[src/rtl/proc_trace_buffer_pkg.sv]
`default_nettype none
// ============================================================================
// Module   : proc_trace_pkg
// Brief    : Shared types for the processor trace capture buffer: FSM state
//            encoding and the stored trace entry layout.
//            Optional macro: PROC_TRACE_TSTAMP_EN adds a 32-bit cycle stamp.
// Revision : 1.0 - initial release
// ============================================================================
package proc_trace_pkg;

    localparam logic [1:0] c_STATE_IDLE    = 2'd0;
    localparam logic [1:0] c_STATE_ARMED   = 2'd1;
    localparam logic [1:0] c_STATE_CAPTURE = 2'd2;
    localparam logic [1:0] c_STATE_DONE    = 2'd3;

    typedef enum logic [1:0] {
        ST_IDLE    = c_STATE_IDLE,
        ST_ARMED   = c_STATE_ARMED,
        ST_CAPTURE = c_STATE_CAPTURE,
        ST_DONE    = c_STATE_DONE
    } state_t;

    typedef struct packed {
        logic [31:0] addr;
        logic [31:0] data;
`ifdef PROC_TRACE_TSTAMP_EN
        logic [31:0] tstamp;
`endif
    } trace_entry_t;

    localparam int c_ENTRY_W = $bits(trace_entry_t);

endpackage
`default_nettype wire

[src/rtl/proc_trace_buffer_fifo.sv]
`default_nettype none
// ============================================================================
// Module   : proc_trace_fifo
// Brief    : Circular FIFO with power-of-two depth. Owns storage, pointers,
//            occupancy count and the full/empty decisions.
// Revision : 1.0 - initial release
// ============================================================================
module proc_trace_fifo #(
    parameter int  DEPTH   = 16,
    parameter type ENTRY_T = logic [63:0]
) (
    input  logic                   clk,
    input  logic                   rst,
    input  logic                   clear,
    input  logic                   push,
    input  ENTRY_T                 push_entry,
    input  logic                   pop,
    output logic                   head_val,
    output ENTRY_T                 head_entry,
    output logic [$clog2(DEPTH):0] count,
    output logic                   push_drop
);

    localparam int                  c_PTR_W   = $clog2(DEPTH);
    localparam logic [c_PTR_W:0]    c_FULL    = (c_PTR_W + 1)'(DEPTH);
    localparam logic [c_PTR_W:0]    c_CNT_ONE = (c_PTR_W + 1)'(1);
    localparam logic [c_PTR_W-1:0]  c_PTR_ONE = c_PTR_W'(1);

    ENTRY_T               r_mem [DEPTH];
    logic [c_PTR_W-1:0]   r_wr_ptr;
    logic [c_PTR_W-1:0]   r_rd_ptr;
    logic [c_PTR_W:0]     r_count;

    logic w_empty;
    logic w_full;
    logic w_pop;
    logic w_push;

    assign w_empty = (r_count == '0);
    assign w_full  = (r_count == c_FULL);

    // Clear wins over everything; a pop frees a slot for a push into a full FIFO.
    assign w_pop     = pop && !w_empty && !clear;
    assign w_push    = push && !clear && (!w_full || w_pop);
    assign push_drop = push && !clear && w_full && !w_pop;

    always_ff @(posedge clk or posedge rst) begin
        if (rst) begin
            r_wr_ptr <= '0;
            r_rd_ptr <= '0;
            r_count  <= '0;
        end else if (clear) begin
            r_wr_ptr <= '0;
            r_rd_ptr <= '0;
            r_count  <= '0;
        end else begin
            if (w_push) begin
                r_wr_ptr <= r_wr_ptr + c_PTR_ONE;
            end
            if (w_pop) begin
                r_rd_ptr <= r_rd_ptr + c_PTR_ONE;
            end
            if (w_push && !w_pop) begin
                r_count <= r_count + c_CNT_ONE;
            end else if (w_pop && !w_push) begin
                r_count <= r_count - c_CNT_ONE;
            end
        end
    end

    always_ff @(posedge clk) begin
        if (w_push) begin
            r_mem[r_wr_ptr] <= push_entry;
        end
    end

    // Storage is uninitialised after reset, so the head is forced to zero when empty.
    assign head_val   = !w_empty;
    assign head_entry = w_empty ? '0 : r_mem[r_rd_ptr];
    assign count      = r_count;

endmodule
`default_nettype wire

[src/rtl/proc_trace_buffer.sv]
`default_nettype none
// ============================================================================
// Module   : proc_trace_buffer
// Brief    : Trace capture buffer: arm/trigger/stop FSM in front of a drainable
//            FIFO. Optional macro PROC_TRACE_TSTAMP_EN adds per-entry stamps.
// Revision : 1.0 - initial release
// ============================================================================
module proc_trace_buffer
    import proc_trace_pkg::*;
#(
    parameter int p_depth = 16
) (
    input  logic                     clk,
    input  logic                     rst,
    input  logic                     trace_val,
    input  logic [31:0]              trace_addr,
    input  logic [31:0]              trace_data,
    input  logic                     arm,
    input  logic                     stop,
    input  logic                     clear,
    input  logic [31:0]              trig_addr,
    output logic                     drain_val,
    input  logic                     drain_rdy,
    output logic [31:0]              drain_addr,
    output logic [31:0]              drain_data,
`ifdef PROC_TRACE_TSTAMP_EN
    output logic [31:0]              drain_tstamp,
`endif
    output logic [1:0]               state,
    output logic [$clog2(p_depth):0] count,
    output logic                     overflow
);

    state_t       r_state;
    state_t       w_state_nxt;
    logic         w_push_req;
    logic         w_trig_hit;
    logic         w_push_drop;
    logic         r_overflow;
    trace_entry_t w_push_entry;
    trace_entry_t w_head_entry;

`ifdef PROC_TRACE_TSTAMP_EN
    logic [31:0]  r_tstamp;

    always_ff @(posedge clk or posedge rst) begin
        if (rst) begin
            r_tstamp <= '0;
        end else begin
            r_tstamp <= r_tstamp + 32'd1;
        end
    end
`endif

    assign w_trig_hit = trace_val && (trace_addr == trig_addr);

    always_ff @(posedge clk or posedge rst) begin
        if (rst) begin
            r_state <= ST_IDLE;
        end else begin
            r_state <= w_state_nxt;
        end
    end

    // arm and stop are only meaningful in their own states, so they never collide.
    always_comb begin
        w_state_nxt = r_state;
        w_push_req  = 1'b0;
        if (clear) begin
            w_state_nxt = ST_IDLE;
        end else begin
            case (r_state)
                ST_IDLE: begin
                    if (arm) begin
                        w_state_nxt = ST_ARMED;
                    end
                end
                ST_ARMED: begin
                    if (w_trig_hit) begin
                        w_push_req  = 1'b1;
                        w_state_nxt = ST_CAPTURE;
                    end
                end
                ST_CAPTURE: begin
                    w_push_req = trace_val;
                    if (stop) begin
                        w_state_nxt = ST_DONE;
                    end
                end
                ST_DONE: begin
                    if (arm) begin
                        w_state_nxt = ST_ARMED;
                    end
                end
                default: begin
                    w_state_nxt = ST_IDLE;
                end
            endcase
        end
    end

    always_ff @(posedge clk or posedge rst) begin
        if (rst) begin
            r_overflow <= 1'b0;
        end else if (clear) begin
            r_overflow <= 1'b0;
        end else if (w_push_drop) begin
            r_overflow <= 1'b1;
        end
    end

    always_comb begin
        w_push_entry        = '0;
        w_push_entry.addr   = trace_addr;
        w_push_entry.data   = trace_data;
`ifdef PROC_TRACE_TSTAMP_EN
        w_push_entry.tstamp = r_tstamp;
`endif
    end

    proc_trace_fifo #(
        .DEPTH   (p_depth),
        .ENTRY_T (trace_entry_t)
    ) u_fifo (
        .clk        (clk),
        .rst        (rst),
        .clear      (clear),
        .push       (w_push_req),
        .push_entry (w_push_entry),
        .pop        (drain_rdy),
        .head_val   (drain_val),
        .head_entry (w_head_entry),
        .count      (count),
        .push_drop  (w_push_drop)
    );

    assign drain_addr   = w_head_entry.addr;
    assign drain_data   = w_head_entry.data;
`ifdef PROC_TRACE_TSTAMP_EN
    assign drain_tstamp = w_head_entry.tstamp;
`endif
    assign state        = r_state;
    assign overflow     = r_overflow;

endmodule
`default_nettype wire

[config.mk]
export PLATFORM = sky130hd
export DESIGN_NAME = proc_trace_buffer
export DESIGN_NICKNAME = d
export VERILOG_FILES = /design/src/rtl/proc_trace_buffer_pkg.sv /design/src/rtl/proc_trace_buffer_fifo.sv /design/src/rtl/proc_trace_buffer.sv
export SDC_FILE = /design/constraint.sdc
export NUM_CORES = 1
export LEC_CHECK = 0
export CORE_UTILIZATION = 60
export CTS_CLUSTER_DIAMETER = 30
export DETAILED_ROUTE_END_ITERATION = 10
export HOLD_SLACK_MARGIN = 0.05
export PLACE_DENSITY = 0.79
export SLEW_MARGIN = 15
export SYNTH_ARGS = -nofsm -noshare
export SYNTH_HDL_FRONTEND = slang
export SYNTH_SLANG_ARGS = --single-unit
[constraint.sdc]
create_clock -name clk -period 7.9 [get_ports clk]
set_clock_uncertainty 0.05 [all_clocks]
set_input_delay 1.185 -clock clk [delete_from_list [all_inputs] [get_ports clk]]
set_output_delay 1.185 -clock clk [all_outputs]
set_load 0.02 [all_outputs]
==> results of run 1 <==
-- layout by cell type (no fill, tap or decap), types with 16 or more instances in the layout --
cell / instances
and2_1: 65
nor2_1: 16
edfxtp_1: 1024
buf_4: 32
clkinvlp_4: 17
bufinv_16: 16
clkdlybuf4s50_1: 175
inv_6: 27
xnor2_1: 37
clkbuf_16: 162
mux4_2: 320
-- sequential cells by signal, summed over array words and instances, names as in the netlist --
| name | flops |
|---|---|
| overflow | 1 |
| state | 2 |
| u_fifo.count | 5 |
| u_fifo.r_mem | 1024 |
| u_fifo.r_rd_ptr | 4 |
| u_fifo.r_wr_ptr | 4 |
-- final cells by class --
| class | instances | area, sq um |
|---|---|---|
| timing repair buffer | 210 | 2050 |
| antenna | 4 | 10.0 |
| sequential | 1040 | 31200 |
| tap | 864 | 1080 |
| clock buffer | 175 | 4100 |
| inverter | 8 | 30.0 |
| clock inverter | 112 | 1200 |
| fill | 3347 | 17700 |
| multi-input combinational | 541 | 8890 |
-- report_power, final --
group	leakage [nW]	switching, W	internal [W]	total, W
clock network	2.55	0.00265	0.00432	0.00697
logic	3.15	0.00160	0.00165	0.00325
registers	9.41	0.000107	0.00609	0.00620
total	15.1	0.00436	0.0121	0.0164
-- final timing paths --
kind | endpoint | slack, ps | cells after the start
min in group asynchronous | overflow | 800 | 2
max in group asynchronous | u_fifo.r_rd_ptr[3] | 6500 | 2
hold reg to reg | overflow | 480 | 2
setup / recovery | drain_data[6] | 2190 | 5
setup reg to reg | u_fifo.count[4] | 3990 | 12
hold / removal | overflow | 480 | 2
-- routing by layer --
layer | up-vias | track usage | share of wire
met1 | 10600 | 0.409 | 0.36
met4 | 6 | 0.132 | 0.036
met2 | 1336 | 0.504 | 0.52
li1 | 7794 | - | -
met5 | - | 0 | 0.00042
met3 | 240 | 0.0572 | 0.082
-- cell families after synthesis --
logic type,synth area share
compound gates,0.00390
xor+xnor,0.00866
fa+ha+maj,0.00421
buf+inv,0.0116
flops,0.770
mux,0.179
simple gates,0.0224
-- worst register-to-register path, delay by kind of cell (launching register included) --
family	cells	cell delay, ps
and+or+nand+nor	6	1590
buffers and inverters	1	540
adders and majority gates	1	440
AOI/OAI and AO/OA	3	640
DFF	1	460
muxes	1	80
-- per-stage QoR --
step / hold WS, ps / instance area, sq um / instances / power (W) / utilization
finish: 484 / 48500 / 2954 / 0.0164 / 0.733
global route: 505 / 48500 / 2953 / 0.0169 / 0.733
CTS: 494 / 48500 / 2950 / 0.0165 / 0.733
detailed placement: 461 / 43200 / 2663 / 0.00951 / 0.653
global placement: 463 / 43200 / 2663 / 0.00946 / 0.653
floorplan: 509 / 40400 / 1675 / 0.00843 / -
==> metrics.txt, run 1 <==
# TYPE chip_impl_metric gauge
chip_impl_info{name="status",value="completed"} 1
chip_impl_metric{name="dieArea",unit="sq um"} 68400
chip_impl_metric{name="grt_first_pass_wirelength",unit="um"} 146000
chip_impl_metric{name="cellPowerDensity",unit="nW/um^2"} 338
chip_impl_metric{name="cts_hold_buf",unit=""} 0
chip_impl_metric{name="finalHoldViolations",unit=""} 0
chip_impl_metric{name="clk_pin_slew_worst_paths",unit="ps"} 50
chip_impl_info{name="cts_root_buf",value="clkbuf_16"} 1
chip_impl_metric{name="wire_per_inst",unit="um"} 34.2
chip_impl_metric{name="routability_congestion",unit=""} 0.806
chip_impl_metric{name="worst-slew-pin-transition",unit="ps"} 1270
chip_impl_metric{name="postCtsSetupBuffers",unit=""} 0
chip_impl_metric{name="syn_to_final_growth",unit="%"} 20.0
chip_impl_metric{name="netlist_instances",unit=""} 1675
chip_impl_metric{name="globalRoute.totalOverflow",unit=""} 0
chip_impl_metric{name="leakage_power_total",unit="nW"} 15.1
chip_impl_info{name="setup.worst_path.start_class",value="flip-flop"} 1
chip_impl_metric{name="largest_net_degree_at_the_start_of_global_routing",unit=""} 169
chip_impl_metric{name="dieHeight",unit="um"} 262
chip_impl_info{name="min_from",value="overflow"} 1
chip_impl_info{name="endpoint_kind",value="output port"} 1
chip_impl_metric{name="slowest_delay",unit="ps"} 980
chip_impl_metric{name="fin_crit_sh",unit=""} 0.723
chip_impl_metric{name="maximum_buffer_depth_of_the_clock_tree",unit=""} 3
chip_impl_metric{name="ioPinCount",unit=""} 176
chip_impl_info{name="critical_path.slowest_cell",value="dfrtp_4"} 1
chip_impl_info{name="synth_ff_type",value="edfxtp_1"} 1
chip_impl_info{name="synth.top_cells.by_area",value="edfxtp_1 (76%), mux4_2 (18%), and2_1 (1.0%)"} 1
chip_impl_metric{name="top_cell_type_s_share_of_synthesized_area",unit=""} 0.760
chip_impl_metric{name="grt_util_all_layers",unit=""} 0.307
chip_impl_metric{name="yosysSeqAreaShare",unit=""} 0.770
chip_impl_info{name="synth.most_common_cell",value="edfxtp_1"} 1
chip_impl_info{name="critPathKind",value="reg -> out"} 1
chip_impl_metric{name="setup_tns",unit="ps"} 0
chip_impl_metric{name="syn-mean-instance-area",unit="sq um"} 24.1
chip_impl_metric{name="tritoncts.num_buffers",unit=""} 156
chip_impl_metric{name="clk-insertion-delay-late",unit="ps"} 740
chip_impl_info{name="critical-path-top-cell-by-count",value="mux4_2"} 1
chip_impl_info{name="worstHoldPathType",value="reg -> reg"} 1
chip_impl_metric{name="synth_edf_count",unit=""} 1024
chip_impl_metric{name="ys_types",unit=""} 53
chip_impl_metric{name="routed-via-count",unit=""} 19900
chip_impl_metric{name="mappedNetlistNets",unit=""} 1791
chip_impl_metric{name="post_route_setup_slack",unit="ps"} 2190
chip_impl_metric{name="synth_seq_cells",unit=""} 1040
chip_impl_metric{name="die_x",unit="um"} 262
chip_impl_info{name="synth.top_cells.by_count",value="edfxtp_1 (1024), mux4_2 (320), and2_1 (65), xnor2_1 (37), clkbuf_1 (34)"} 1
chip_impl_metric{name="detailed_place_hpwl",unit="um"} 47600
chip_impl_metric{name="via_per_inst",unit=""} 6.75
chip_impl_metric{name="vdd.ir_drop.worst",unit="V"} 0.000270
chip_impl_metric{name="layout.nets",unit=""} 2073
chip_impl_metric{name="grt_pass1_vias",unit=""} 21000
chip_impl_metric{name="crit_arrival",unit="ps"} 4470
chip_impl_metric{name="pre_cts_ws",unit="ps"} 2080
chip_impl_metric{name="floorplan.initialDensity",unit=""} 0.611
chip_impl_metric{name="dr.pass1.iters",unit=""} 5
chip_impl_info{name="yosysTopAreaCell",value="edfxtp_1"} 1
chip_impl_metric{name="yosys_warnings",unit=""} 0
chip_impl_metric{name="max_cap_viol_count",unit=""} 0
chip_impl_metric{name="wl",unit="um"} 101000
chip_impl_metric{name="finalSetupViolations",unit=""} 0
chip_impl_metric{name="fp.coreArea",unit="sq um"} 66200
chip_impl_metric{name="placementRows",unit=""} 94
chip_impl_metric{name="count_of_h_tree_levels_built_during_cts",unit=""} 4
chip_impl_metric{name="cp.buffers_inverters",unit=""} 2
chip_impl_metric{name="worst-endpoint-required",unit="ps"} 6660
chip_impl_metric{name="initialDrtViolationCount",unit=""} 2644
chip_impl_info{name="worst_path_top_cell_family_by_delay",value="buffers and inverters"} 1
chip_impl_info{name="tritoncts_clock_tree",value="done"} 1
chip_impl_metric{name="relSlewSlack",unit=""} 0.155
chip_impl_metric{name="drive_above_1_share",unit=""} 0.310
chip_impl_info{name="critical_path.cell_chain",value="buf_4 > mux4_2 > mux4_2 > and2_1 > clkdlybuf4s50_1"} 1
chip_impl_metric{name="syn-cell-area",unit="sq um"} 40400
chip_impl_info{name="grt_setup_unrepaired",value="false"} 1
chip_impl_metric{name="post-route-min-period",unit="ps"} 5710
chip_impl_metric{name="postCtsResizedCells",unit=""} 0
chip_impl_metric{name="final_antenna_net_count",unit=""} 0
chip_impl_metric{name="timing_max_transition_violations_final",unit=""} 0
chip_impl_info{name="worstSetupStartpoint",value="u_fifo.r_rd_ptr[0]"} 1
chip_impl_metric{name="number_of_antenna_violations_at_the_first_check_in_global_routing",unit=""} 7
chip_impl_metric{name="post-route-drc-count",unit=""} 0
chip_impl_metric{name="cts.sinks",unit=""} 1040
chip_impl_metric{name="critPathMaxFanout",unit=""} 39
chip_impl_info{name="critical_path.reg2reg.startpoint",value="u_fifo.count[0]"} 1
chip_impl_metric{name="port_buffers",unit=""} 175
chip_impl_metric{name="achievable-frequency",unit="GHz"} 0.175
chip_impl_metric{name="synth-async-reset-ratio",unit=""} 0.0154
No activity file was read; power rests on OpenSTA's default activity.
==> inputs of run 2 (changes only) <==
--- a/config.mk
+++ b/config.mk
@@ -5,11 +5,11 @@
 export SDC_FILE = /design/constraint.sdc
 export NUM_CORES = 1
 export LEC_CHECK = 0
-export CORE_UTILIZATION = 60
+export CORE_UTILIZATION = 54
 export CTS_CLUSTER_DIAMETER = 30
 export DETAILED_ROUTE_END_ITERATION = 10
 export HOLD_SLACK_MARGIN = 0.05
-export PLACE_DENSITY = 0.79
+export PLACE_DENSITY = 0.75
 export SLEW_MARGIN = 15
 export SYNTH_ARGS = -nofsm -noshare
 export SYNTH_HDL_FRONTEND = slang
==> constraint.sdc (replaced) <==
create_clock -name clk -period 5.2 [get_ports clk]
set_clock_uncertainty 0.05 [all_clocks]
set_input_delay 0.78 -clock clk [delete_from_list [all_inputs] [get_ports clk]]
set_output_delay 0.78 -clock clk [all_outputs]
set_load 0.02 [all_outputs]
==> metrics.txt, run 2 (same netlist as run 1, synthesis figures left out) <==
# TYPE chip_impl_metric gauge
chip_impl_metric{name="cts_hold_buf",unit=""} 0
chip_impl_info{name="layout_commonest_cell",value="edfxtp_1"} 1
chip_impl_metric{name="detailed_place_hpwl",unit="um"} 49700
chip_impl_metric{name="vdd.ir_drop.worst",unit="V"} 0.000329
chip_impl_metric{name="die_x",unit="um"} 276
chip_impl_info{name="setup.worst_path.start_class",value="flip-flop"} 1
chip_impl_metric{name="dr.pass1.iters",unit=""} 7
chip_impl_metric{name="slowest_delay",unit="ps"} 1000
chip_impl_metric{name="number_of_antenna_violations_at_the_first_check_in_global_routing",unit=""} 9
chip_impl_metric{name="critPathMaxFanout",unit=""} 49
chip_impl_metric{name="setup_tns",unit="ps"} 0
chip_impl_info{name="tritoncts_clock_tree",value="done"} 1
chip_impl_metric{name="achievable-frequency",unit="GHz"} 0.215
chip_impl_info{name="worst_path_top_cell_family_by_delay",value="flip-flops"} 1
chip_impl_metric{name="fin_crit_sh",unit=""} 0.895
chip_impl_metric{name="timing_max_transition_violations_final",unit=""} 0
chip_impl_metric{name="dpl-instance-area",unit="sq um"} 44400
chip_impl_metric{name="syn_to_final_growth",unit="%"} 23.3
chip_impl_metric{name="clk_pin_slew_worst_paths",unit="ps"} 50
chip_impl_metric{name="wire_per_inst",unit="um"} 31.7
chip_impl_metric{name="cellPowerDensity",unit="nW/um^2"} 504
chip_impl_info{name="grt_setup_unrepaired",value="false"} 1
chip_impl_metric{name="routability_congestion",unit=""} 0.774
chip_impl_metric{name="finalHoldViolations",unit=""} 0
chip_impl_metric{name="postCtsSetupBuffers",unit=""} 0
chip_impl_info{name="critical-path-top-cell-by-count",value="mux4_2"} 1
chip_impl_info{name="critical_path.slowest_cell",value="dfrtp_4"} 1
chip_impl_metric{name="final_antenna_net_count",unit=""} 0
chip_impl_info{name="layout.cells.most_common_list",value="edfxtp_1 (1024), mux4_2 (320), clkdlybuf4s50_1 (175)"} 1
chip_impl_metric{name="grt_pass1_vias",unit=""} 21200
chip_impl_info{name="cts_root_buf",value="clkbuf_16"} 1
chip_impl_metric{name="placementRows",unit=""} 99
chip_impl_metric{name="max_cap_viol_count",unit=""} 0
chip_impl_metric{name="dieArea",unit="sq um"} 76000
chip_impl_metric{name="drive_above_1_share",unit=""} 0.335
chip_impl_metric{name="routed-via-count",unit=""} 19900
chip_impl_metric{name="worst-slew-pin-transition",unit="ps"} 1160
chip_impl_info{name="critPathKind",value="reg -> out"} 1
chip_impl_metric{name="wl",unit="um"} 98800
chip_impl_metric{name="flip_flop_count_of_the_largest_register_all_copies_and_words_added",unit=""} 1024
chip_impl_metric{name="finalSetupViolations",unit=""} 0
chip_impl_metric{name="count_of_h_tree_levels_built_during_cts",unit=""} 4
chip_impl_metric{name="post-route-min-period",unit="ps"} 4650
chip_impl_metric{name="wirelength_met1",unit="um"} 37000
chip_impl_metric{name="ioPinCount",unit=""} 176
chip_impl_metric{name="grt_util_all_layers",unit=""} 0.269
chip_impl_metric{name="final_design_area_no_fill",unit="sq um"} 49900
chip_impl_metric{name="via_per_inst",unit=""} 6.36
chip_impl_info{name="highest-signal-layer",value="met5"} 1
chip_impl_metric{name="worst-endpoint-required",unit="ps"} 4370
chip_impl_metric{name="grt_first_pass_wirelength",unit="um"} 143000
chip_impl_metric{name="initialDrtViolationCount",unit=""} 2199
chip_impl_metric{name="cts.sinks",unit=""} 1040
chip_impl_info{name="endpoint_kind",value="output port"} 1
chip_impl_metric{name="leakage_power_total",unit="nW"} 15.6
chip_impl_metric{name="crit_arrival",unit="ps"} 3820
chip_impl_metric{name="floorplan.initialDensity",unit=""} 0.550
chip_impl_metric{name="fp.coreArea",unit="sq um"} 73600
chip_impl_metric{name="port_buffers",unit=""} 175
chip_impl_metric{name="wl_met3",unit="um"} 8610
chip_impl_metric{name="globalRoute.totalOverflow",unit=""} 0
chip_impl_metric{name="post-route-drc-count",unit=""} 0
chip_impl_info{name="critical_path.cell_chain",value="buf_4 > mux4_2 > mux4_2 > and2_1 > clkdlybuf4s50_1"} 1
chip_impl_metric{name="layout.nets",unit=""} 2137
chip_impl_metric{name="maximum_buffer_depth_of_the_clock_tree",unit=""} 3
chip_impl_metric{name="largest_net_degree_at_the_start_of_global_routing",unit=""} 67
chip_impl_info{name="worstHoldPathType",value="in -> async"} 1
chip_impl_info{name="max_flop_register",value="u_fifo.r_mem"} 1
chip_impl_metric{name="cp.buffers_inverters",unit=""} 2
chip_impl_metric{name="clk-insertion-delay-late",unit="ps"} 750
chip_impl_metric{name="filler_cells",unit=""} 4294
chip_impl_metric{name="postCtsResizedCells",unit=""} 0
chip_impl_metric{name="tritoncts.num_buffers",unit=""} 159
chip_impl_metric{name="met2WireLength",unit="um"} 50300
chip_impl_metric{name="dieHeight",unit="um"} 276
chip_impl_metric{name="relSlewSlack",unit=""} 0.228
chip_impl_info{name="status",value="completed"} 1
## run 2: cell types whose count changed in the layout (fill, tap and decap cells not counted), sizes merged
cell,previous run,this run
inv,39,56
clkinvlp,17,18
bufinv,16,10
clkinv,48,52
buf,35,96
diode,4,5
clkbuf,175,169
## run 2: where the power goes
group / internal, W / total (W) / leakage, nW / switching [W]
combinational: 0.00265 / 0.00511 / 3.60 / 0.00247
sequential: 0.00925 / 0.00937 / 9.41 / 0.000120
clock: 0.00637 / 0.0106 / 2.60 / 0.00426
## run 2: final timing paths
path / start / to / slack, ps / depth (start not counted)
max: u_fifo.r_rd_ptr[1] / drain_addr[26] / 550 / 5
min: rst / u_fifo.count[4] / 400 / 2
max reg2reg: state[0] / u_fifo.count[4] / 2020 / 13
min reg2reg: overflow / overflow / 470 / 2
max in group asynchronous: rst / u_fifo.r_rd_ptr[0] / 4170 / 2
min in group clk: overflow / overflow / 470 / 2
## run 2: through the flow
stage | cells | total power (W) | util | worst slack (ps) | hold slack, ps
after global placement | 2819 | 0.0146 | 0.604 | 738 | 454
after CTS | 3116 | 0.0253 | 0.677 | 455 | 381
after global routing | 3119 | 0.0259 | 0.678 | 435 | 456
after detailed placement | 2819 | 0.0146 | 0.604 | 628 | 446
final | 3121 | 0.0251 | 0.678 | 545 | 400
after floorplan | 1675 | 0.0128 | - | 40.2 | 509
## run 2: cell type report
class                   count  area, sq um  share of cell area
well taps                 959         1200              0.0241
clock buffers             169         4060              0.0814
flip-flops and latches   1040        31200               0.625
clock inverters           128         1370              0.0275
repair buffers            271         3120              0.0626
multi-input cells         541         8900               0.178
inverters                   8         30.0            0.000602
diodes                      5         12.5            0.000251
## run 2: metal layers
layer,track usage,vias up
met5,0,-
met4,0.108,8
met3,0.0623,183
met2,0.438,1201
met1,0.352,10500
li1,-,7942
==> inputs of run 3 (changes only) <==
--- a/config.mk
+++ b/config.mk
@@ -10,6 +10,7 @@
 export DETAILED_ROUTE_END_ITERATION = 10
 export HOLD_SLACK_MARGIN = 0.05
 export PLACE_DENSITY = 0.75
+export SETUP_SLACK_MARGIN = 0.02
 export SLEW_MARGIN = 15
 export SYNTH_ARGS = -nofsm -noshare
 export SYNTH_HDL_FRONTEND = slang
==> results of run 3 <==
Final layout, timing and power as in run 2 (identical DEF).
